### src/rtl/ucdp_clk_div.sv
// ucdp_clk_div: programmable glitch-free even clock divider.
// clk_o is a registered 50%-duty clock with period 2*(ratio_q+1) clk_i cycles.
// A new ratio is captured into a pending register and only takes effect at the
// falling edge of clk_o, so no high or low phase is ever shortened.
// Optional feature: define UCDP_CLK_DIV_ACK_EN to add ratio_ack_o, a one-cycle
// pulse on the edge where the pending ratio is copied into the active ratio.
//
// Ratio handshake: ratio_vld_i is a one-cycle strobe with no back-pressure.
// Every strobe is accepted; ratio_i is stored on that edge (a later strobe
// overwrites an unapplied one) and busy_o stays high until it is applied.
module ucdp_clk_div #(
    parameter int unsigned RATIO_WIDTH = 4,
    parameter int unsigned RATIO_RST   = 0
) (
    input  logic                   clk_i,
    input  logic                   rst_an_i,
    input  logic                   en_i,
    input  logic [RATIO_WIDTH-1:0] ratio_i,
    input  logic                   ratio_vld_i,
    output logic                   busy_o,
    output logic                   tick_o,
    output logic                   clk_o
`ifdef UCDP_CLK_DIV_ACK_EN
    ,
    output logic                   ratio_ack_o
`endif
);

    // IDLE: clk_o parked low. RUN: dividing. STOP: final low phase after a
    // stop request, so the last low phase is as long as every other one.
    typedef enum logic [1:0] {
        ST_IDLE = 2'd0,
        ST_RUN  = 2'd1,
        ST_STOP = 2'd2
    } state_e;

    state_e                 state_q, state_d;
    logic [RATIO_WIDTH-1:0] cnt_q, cnt_d;
    logic [RATIO_WIDTH-1:0] ratio_q, ratio_d;
    logic [RATIO_WIDTH-1:0] pend_q, pend_d;
    logic                   busy_q, busy_d;
    logic                   clk_q, clk_d;
    logic                   tick_q, tick_d;
    logic                   cnt_last;
    logic                   apply;

    // Compare before increment, so an all-ones ratio never wraps the counter.
    assign cnt_last = (cnt_q == ratio_q);

    // Next-state, counter, ratio-apply and output logic.
    always_comb begin
        state_d = state_q;
        cnt_d   = cnt_q;
        clk_d   = clk_q;
        ratio_d = ratio_q;
        pend_d  = pend_q;
        busy_d  = busy_q;
        apply   = 1'b0;

        case (state_q)
            ST_IDLE: begin
                cnt_d = '0;
                clk_d = 1'b0;
                apply = busy_q;
                if (en_i) begin
                    state_d = ST_RUN;
                    clk_d   = 1'b1;
                end
            end
            ST_RUN: begin
                if (cnt_last) begin
                    cnt_d = '0;
                    clk_d = ~clk_q;
                    // Falling edge of clk_o is the period boundary.
                    if (clk_q) begin
                        apply = busy_q;
                        if (!en_i) begin
                            state_d = ST_STOP;
                        end
                    end
                end else begin
                    cnt_d = cnt_q + 1'b1;
                end
            end
            ST_STOP: begin
                clk_d = 1'b0;
                if (cnt_last) begin
                    cnt_d   = '0;
                    state_d = ST_IDLE;
                end else begin
                    cnt_d = cnt_q + 1'b1;
                end
            end
            default: begin
                state_d = ST_IDLE;
                cnt_d   = '0;
                clk_d   = 1'b0;
            end
        endcase

        if (apply) begin
            ratio_d = pend_q;
            busy_d  = 1'b0;
        end

        // A strobe coinciding with an apply stays pending for the next one.
        if (ratio_vld_i) begin
            pend_d = ratio_i;
            busy_d = 1'b1;
        end
    end

    assign tick_d = clk_d & ~clk_q;

    // State and datapath registers; async reset forces clk_o low at once.
    always_ff @(posedge clk_i or negedge rst_an_i) begin
        if (!rst_an_i) begin
            state_q <= ST_IDLE;
            cnt_q   <= '0;
            ratio_q <= RATIO_WIDTH'(RATIO_RST);
            pend_q  <= RATIO_WIDTH'(RATIO_RST);
            busy_q  <= 1'b0;
            clk_q   <= 1'b0;
            tick_q  <= 1'b0;
        end else begin
            state_q <= state_d;
            cnt_q   <= cnt_d;
            ratio_q <= ratio_d;
            pend_q  <= pend_d;
            busy_q  <= busy_d;
            clk_q   <= clk_d;
            tick_q  <= tick_d;
        end
    end

`ifdef UCDP_CLK_DIV_ACK_EN
    logic ack_q;

    // One-cycle acknowledge on the edge that loads the active ratio.
    always_ff @(posedge clk_i or negedge rst_an_i) begin
        if (!rst_an_i) begin
            ack_q <= 1'b0;
        end else begin
            ack_q <= apply;
        end
    end

    assign ratio_ack_o = ack_q;
`endif

    assign busy_o = busy_q;
    assign tick_o = tick_q;
    assign clk_o  = clk_q;

endmodule

### config.mk
export PLATFORM = sky130hd
export DESIGN_NAME = ucdp_clk_div
export DESIGN_NICKNAME = d
export VERILOG_FILES = /design/src/rtl/ucdp_clk_div.sv
export SDC_FILE = /design/constraint.sdc
export NUM_CORES = 1
export LEC_CHECK = 0
export CAP_MARGIN = 20
export CORE_UTILIZATION = 47
export DETAILED_ROUTE_END_ITERATION = 8
export PLACE_DENSITY = 0.8
export SETUP_SLACK_MARGIN = 0.02
export SYNTH_ARGS = -nofsm -noshare
export SYNTH_HDL_FRONTEND = slang
export SYNTH_SLANG_ARGS = --single-unit
### constraint.sdc
create_clock -name clk_i -period 2.35 [get_ports clk_i]
set_clock_uncertainty 0.1 [all_clocks]
set_input_delay 0.47 -clock clk_i [delete_from_list [all_inputs] [get_ports clk_i]]
set_output_delay 0.47 -clock clk_i [all_outputs]
set_load 0.02 [all_outputs]
Word-level counts from Yosys, hierarchy flattened
Index checks and enable logic that the tools add are counted.

Bits in registers: 17. Output and inout bits: 3. Logic and storage cells: 38.

Equal/unequal tests: 8. Reductions and logical operators: 4. Add/subtract/negate cells: 1. Bitwise logic cells: 2. Mux-type cells: 16.

Operators with widths (number): $mux 2 (5); $ne 2x2->1 const B (5); $mux 4 (2); $mux 1 (6); $pmux 2 s3 (1); $reduce_and 5->1 (1); $add 4x1->4 const B (1); $eq 4x4->1 (1); $pmux 1 s2 (2); $eq 2x1->1 const B (1); $eq 2x2->1 const B (1); $logic_not 2->1 (1); $reduce_bool 2->1 (1); $reduce_or 2->1 (1); $and 1x1->1 (1); $not 1->1 (1).

Logic depth before layout (Yosys ltp)
Gate-level depths: netlist of the first run.

Depth in word-level cells: 5. Gate-level depth with buffers: 5. Mapped depth without buffers: 5.

Worst setup path before layout of the first run
OpenSTA, ideal clock, no wires.

Path kind: flip-flop to flip-flop. Start: reg ratio_q[3]. End: reg ratio_q[0]. Period minus slack after synthesis: 1735 ps. Library setup time: 125 ps. Path slack: 615 ps. Data required time: 2125 ps. Cell stages (with the launch flop): 5. Arrival: 1510 ps. Buffers on the path: 0. Path through: dfrtp_1 xor2_1 nor4_4 a22o_2 mux2_2.

Cells in the longest elaborated chain, start to end: 3.

RTL lines: from (decl) (line 39) `logic [RATIO_WIDTH-1:0] ratio_q, ratio_d;`; from (signal assigned) (line 120) `ratio_q <= RATIO_WIDTH'(RATIO_RST);`; from (signal assigned) (line 128) `ratio_q <= ratio_d;`; $eq 4x4->1 (line 48) `assign cnt_last = (cnt_q == ratio_q);`; $mux 1 (line 71) `if (cnt_last) begin`; $pmux 1 s2 (line 60) `case (state_q)`.

Every way passes these cells. A chain may end at the register's enable or synchronous reset.

Worst setup path after layout of the first run
Start: reg clk_q, in the netlist clk_o. End: out clk_o.

RTL lines: from (decl) (line 42) `logic clk_q, clk_d;`; from (signal assigned) (line 131) `clk_q <= clk_d;`; to (decl) (line 22) `output logic clk_o`.

No word-level cell between the ends.

==> impl_metrics.json, run 1 <==
{
  "status": "finished clean",
  "avgSynthCellArea_um2": 13.1,
  "drive_gt1_share_pct": 20.8,
  "min-delay-path-class": "input port to async pin",
  "grt_usage_pct": 16.0,
  "postSynth.asyncResetShare_pct": 100,
  "crit_buf_inv": 1,
  "wl_um": 1270,
  "dpl-instance-area_um2": 942,
  "drt-initial-drc-count": 9,
  "core_area_um2": 1560,
  "crit_path_end_kind": "primary output",
  "die_w_um": 43.6,
  "grt_start_max_net_pins": 18,
  "critical_path.cell_chain": "clkdlybuf4s50_1",
  "grt_pass1_wl_um": 2190,
  "cap_viol_max_count": 0,
  "numClockSinks": 17,
  "critical_path_required_ps": 1780,
  "place.gp.congestion": 0.790,
  "drtAntennaViolNets": 0,
  "clock.fmax_mhz": 531,
  "fin_nets": 92,
  "via_per_inst": 5.48,
  "finalSetupTns_ps": 0,
  "max_stage_delay_ps": 620,
  "yosysUniqueCellTypes": 18,
  "slew_headroom_pct": 73.0,
  "antenna_found_initial": 0,
  "dp_hpwl_um": 1000,
  "drc": 0,
  "leakage_nw": 0.440,
  "fin_util_pct": 62.1,
  "postCtsSetupBuffers": 0,
  "synth_area_um2": 815,
  "yosys_register_bits": 17,
  "die-area_um2": 1900,
  "synth_nets": 76,
  "port_buffers": 10,
  "synth_cells": 62,
  "yosysSeqAreaShare_pct": 52.2,
  "synth-main-ff-cell": "dfrtp_1",
  "htreeDepth": 1,
  "placedCellCount": 89,
  "yosysMostFrequentCell": "dfrtp_1",
  "design_area_um2": 968,
  "finalCritPeriodShare_pct": 80.2,
  "yosys-top-cells-area": "dfrtp_1, mux2_2, ha_1",
  "critPathKind": "flip-flop to primary output",
  "ys_warn_count": 0,
  "rsz0062_at_grt": "no",
  "post_drt_wl_per_cell_um": 13.7,
  "dieHeight_um": 43.6,
  "synth_edf_count": 0,
  "diodes": 0,
  "p_per_area_nw_per_um2": 1190,
  "area_growth_pct": 18.9,
  "critPathTopFamily": "buffers and inverters",
  "synth_top_cell_by_area": "dfrtp_1",
  "drtPass1Iterations": 4,
  "clk_latency_ps": 280,
  "clk_pin_slew_worst_paths_ps": 90,
  "startpoint_type": "flip-flop",
  "cts_buffer_depth": 2,
  "rows": 14,
  "cp_slowest_cell": "clkdlybuf4s50_1",
  "hold_viol_final": 0,
  "cts_tree": "yes",
  "synthTopCellsByCount": "dfrtp_1, mux2_2, ha_1, nor2_1",
  "cts_buffers": 3,
  "tightest_slew_ps": 401,
  "min_period_ps": 1880,
  "globalRoute.totalOverflow": 0,
  "slew_viol_final": 0,
  "power_mw": 1.15,
  "cts_resized": 0,
  "via_count": 510,
  "clock-root-buffer": "clkbuf_4",
  "synth_top_area_share_pct": 52.2,
  "final_cells": 93,
  "setup_viol": 0,
  "cts.hold.buffers_added": 0,
  "arrival_ps": 1310,
  "grt_pass1_vias": 469,
  "ios": 11,
  "path_max_fanout": 5,
  "initial_core_util_pct": 52.2,
  "peakVddDrop_mv": 0.822
}
## sequential cells by signal (all words and copies together), names as in the netlist
signal,count
busy_o,1
clk_o,1
state_q,2
pend_q,4
tick_o,1
ratio_q,4
cnt_q,4
## through the flow
| stage | hold slack [ps] | setup WS (ps) |
|---|---|---|
| floorplan | 74.4 | 615 |
| global placement | 386 | 495 |
| detailed placement | 396 | 466 |
| CTS | 404 | 445 |
| global route | 416 | 377 |
| finish | 401 | 466 |
## where the power goes
group / internal (mW) / switching, mW
Combinational: 0.260 / 0.266
Clock: 0.0658 / 0.0838
Sequential: 0.392 / 0.0839
Total: 0.719 / 0.434
## area by class of cell
class                      count  area (um^2)
clock buffer                   4         26.3
inverter                       5         18.8
tap                           16         20.0
timing repair buffer          11          108
fill                         129          591
multi-input combinational     40          370
sequential                    17          425
## logic make-up (layout without fill, tap and decap cells)
kind of cell,Yosys count,count (layout),share of synthesized area [%]
flip-flops,17,17,52.2
adder cells (fa/ha/maj),6,6,9.22
buffers and inverters,5,20,2.30
multiplexers,10,10,13.8
XOR/XNOR,7,7,7.53
AND/OR/NAND/NOR,11,11,8.14
AO/OA/AOI/OAI,6,6,6.76
## per-layer routing
layer | up-vias | wire length, um | global-route usage [%]
li1 | 242 | - | -
met1 | 256 | 575 | 23.0
met2 | 12 | 652 | 23.9
met3 | 0 | 44 | 2.50
met4 | 0 | 0 | 7.50
met5 | - | 0 | 0
## cells in the final DEF (no fill, tap or decap)
cell type / count
a22o_1: 1
a22o_2: 1
a22oi_1: 1
a31o_2: 1
and3_1: 1
buf_4: 1
clkbuf_1: 1
clkbuf_4: 3
clkdlybuf4s50_1: 10
dfrtp_1: 17
ha_1: 6
inv_1: 5
mux2_1: 2
mux2_2: 8
nand2b_1: 1
nand3_1: 2
nor2_1: 6
nor4_4: 1
o21ai_0: 1
o221ai_2: 1
xnor2_1: 2
xor2_1: 5
## final timing paths
path	from	end	slack, ps	depth (start not counted)
setup / recovery	clk_o	clk_o	470	1
hold / removal	rst_an_i	clk_o	400	2
setup reg to reg	cnt_q[0]	ratio_q[1]	470	4
hold reg to reg	clk_o	tick_o	410	1
max in group asynchronous	rst_an_i	pend_q[2]	1570	2
min in group clk_i	clk_o	tick_o	410	1
No activity file was read; power rests on OpenSTA's default activity.
==> run 2: changes to the inputs <==
==> constraint.sdc (replaced) <==
create_clock -name clk_i -period 1.9 [get_ports clk_i]
set_clock_uncertainty 0.1 [all_clocks]
set_input_delay 0.38 -clock clk_i [delete_from_list [all_inputs] [get_ports clk_i]]
set_output_delay 0.38 -clock clk_i [all_outputs]
set_load 0.02 [all_outputs]
==> impl_metrics.json, run 2 (synthesis gave the netlist of run 1 again) <==
{
  "nFillCells": 116,
  "clock.fmax_mhz": 549,
  "power_frac_seq_pct": 39.9,
  "via_count": 512,
  "cts_buffers": 3,
  "power_mw": 1.47,
  "cap_viol_max_count": 0,
  "rows": 14,
  "critPathKind": "flip-flop to primary output",
  "p_clk_share_pct": 12.9,
  "arrival_ps": 1340,
  "via_per_inst": 5.45,
  "clk_latency_ps": 290,
  "cts_tree": "yes",
  "clock-root-buffer": "clkbuf_4",
  "drtPass1Iterations": 3,
  "ios": 11,
  "clk_pin_slew_worst_paths_ps": 100,
  "leakage_nw": 0.452,
  "status": "finished clean",
  "fin_nets": 93,
  "internal-power_mw": 0.908,
  "grt_pass1_wl_um": 2370,
  "cts.hold.buffers_added": 0,
  "crit_path_end_kind": "primary output",
  "postCtsSetupBuffers": 0,
  "numClockSinks": 17,
  "switching_share_pct": 38.4,
  "die-area_um2": 1900,
  "critPathTopFamily": "buffers and inverters",
  "dp_hpwl_um": 989,
  "cp_slowest_cell": "clkdlybuf4s50_1",
  "use_met3_pct": 2.92,
  "max_stage_delay_ps": 630,
  "initial_core_util_pct": 52.2,
  "cts_buffer_depth": 2,
  "die_w_um": 43.6,
  "top_regs": "cnt_q (4), pend_q (4), ratio_q (4)",
  "peakVddDrop_mv": 0.835,
  "grt_pass1_vias": 541,
  "p_per_area_nw_per_um2": 1500,
  "switchingPower_mw": 0.567,
  "port_buffers": 10,
  "core_area_um2": 1560,
  "wl_um": 1330,
  "tightest_slew_ps": 355,
  "drtAntennaViolNets": 0,
  "globalRoute.totalOverflow": 0,
  "busiest_layer": "met2",
  "drc": 0,
  "min-delay-path-class": "input port to async pin",
  "min_period_ps": 1820,
  "dieHeight_um": 43.6,
  "seq_area_um2": 425,
  "finalCritPeriodShare_pct": 95.8,
  "htreeDepth": 1,
  "gr-usage-met2_pct": 27.2,
  "antenna_found_initial": 0,
  "grt_start_max_net_pins": 18,
  "drive_gt1_share_pct": 23.1,
  "grt_usage_pct": 17.8,
  "hold_viol_final": 0,
  "critical_path_required_ps": 1420,
  "cts_resized": 0,
  "setup_viol": 0,
  "finalSetupTns_ps": 0,
  "place.gp.congestion": 0.759,
  "final_common_cell": "dfrtp_1",
  "whs_ps": 301,
  "grtUsageMet1_pct": 22.0,
  "crit_buf_inv": 1,
  "area_growth_pct": 20.9,
  "startpoint_type": "flip-flop",
  "pwr-share-comb_pct": 47.2,
  "rsz0062_at_grt": "no",
  "diodes": 0,
  "multiInputGateArea_um2": 378,
  "mostFrequentLayoutCells": "dfrtp_1, clkdlybuf4s50_1, mux2_2",
  "path_max_fanout": 5,
  "reg2reg_setup_slack_ps": 140,
  "post_drt_wl_per_cell_um": 14.2,
  "slew_headroom_pct": 76.2,
  "critical_path.cell_chain": "clkdlybuf4s50_1",
  "slew_viol_final": 0,
  "drt-initial-drc-count": 4
}
[run 2: changes by cell type in the layout (fill, tap and decap cells not counted), sizes merged]
cell | before | now
clkbuf | 4 | 3
buf | 1 | 2
clkinv | 0 | 1
[run 2: layout make-up]
class	instances	area share, %
clock buffers	3	2.29
repair buffers	12	11.7
multi-input cells	40	38.4
inverters	5	1.91
well taps	16	2.03
flip-flops and latches	17	43.2
clock inverters	1	0.508
[run 2: power by group through the flow]
stage,clock [mW],combinational [mW],sequential [mW]
2_1_floorplan,0,0.468,0.599
3_3_place_gp,0,0.654,0.586
4_1_cts,0.204,0.681,0.584
3_5_place_dp,0,0.677,0.593
5_1_grt,0.213,0.781,0.604
6_report,0.191,0.696,0.589
[run 2: worst paths after layout]
kind,to,depth (start not counted),startpoint
max in group asynchronous,busy_o,2,rst_an_i
min in group clk_i,ratio_q[2],1,pend_q[2]
worst max register to register,ratio_q[1],4,cnt_q[3]
worst max-delay path,clk_o,1,clk_o
worst min-delay path,cnt_q[3],2,rst_an_i
worst min register to register,ratio_q[2],1,pend_q[2]
[run 2: per-layer routing]
| layer | routed length [um] | part of all wire [%] | vias up |
|---|---|---|---|
| li1 | - | - | 244 |
| met4 | 34 | 2.6 | 0 |
| met5 | 0 | 0 | - |
| met2 | 638 | 48 | 8 |
| met1 | 622 | 47 | 256 |
| met3 | 38 | 2.9 | 4 |
[run 2: through the flow]
stage | util, % | worst slack, ps | area (um^2) | std cells
finish | 63.2 | 79.4 | 985 | 94
global route | 63.2 | 40.0 | 985 | 94
CTS | 62.7 | 56.2 | 977 | 94
detailed placement | 60.9 | 101 | 950 | 90
global placement | 60.9 | 122 | 950 | 90
floorplan | - | 165 | 815 | 62
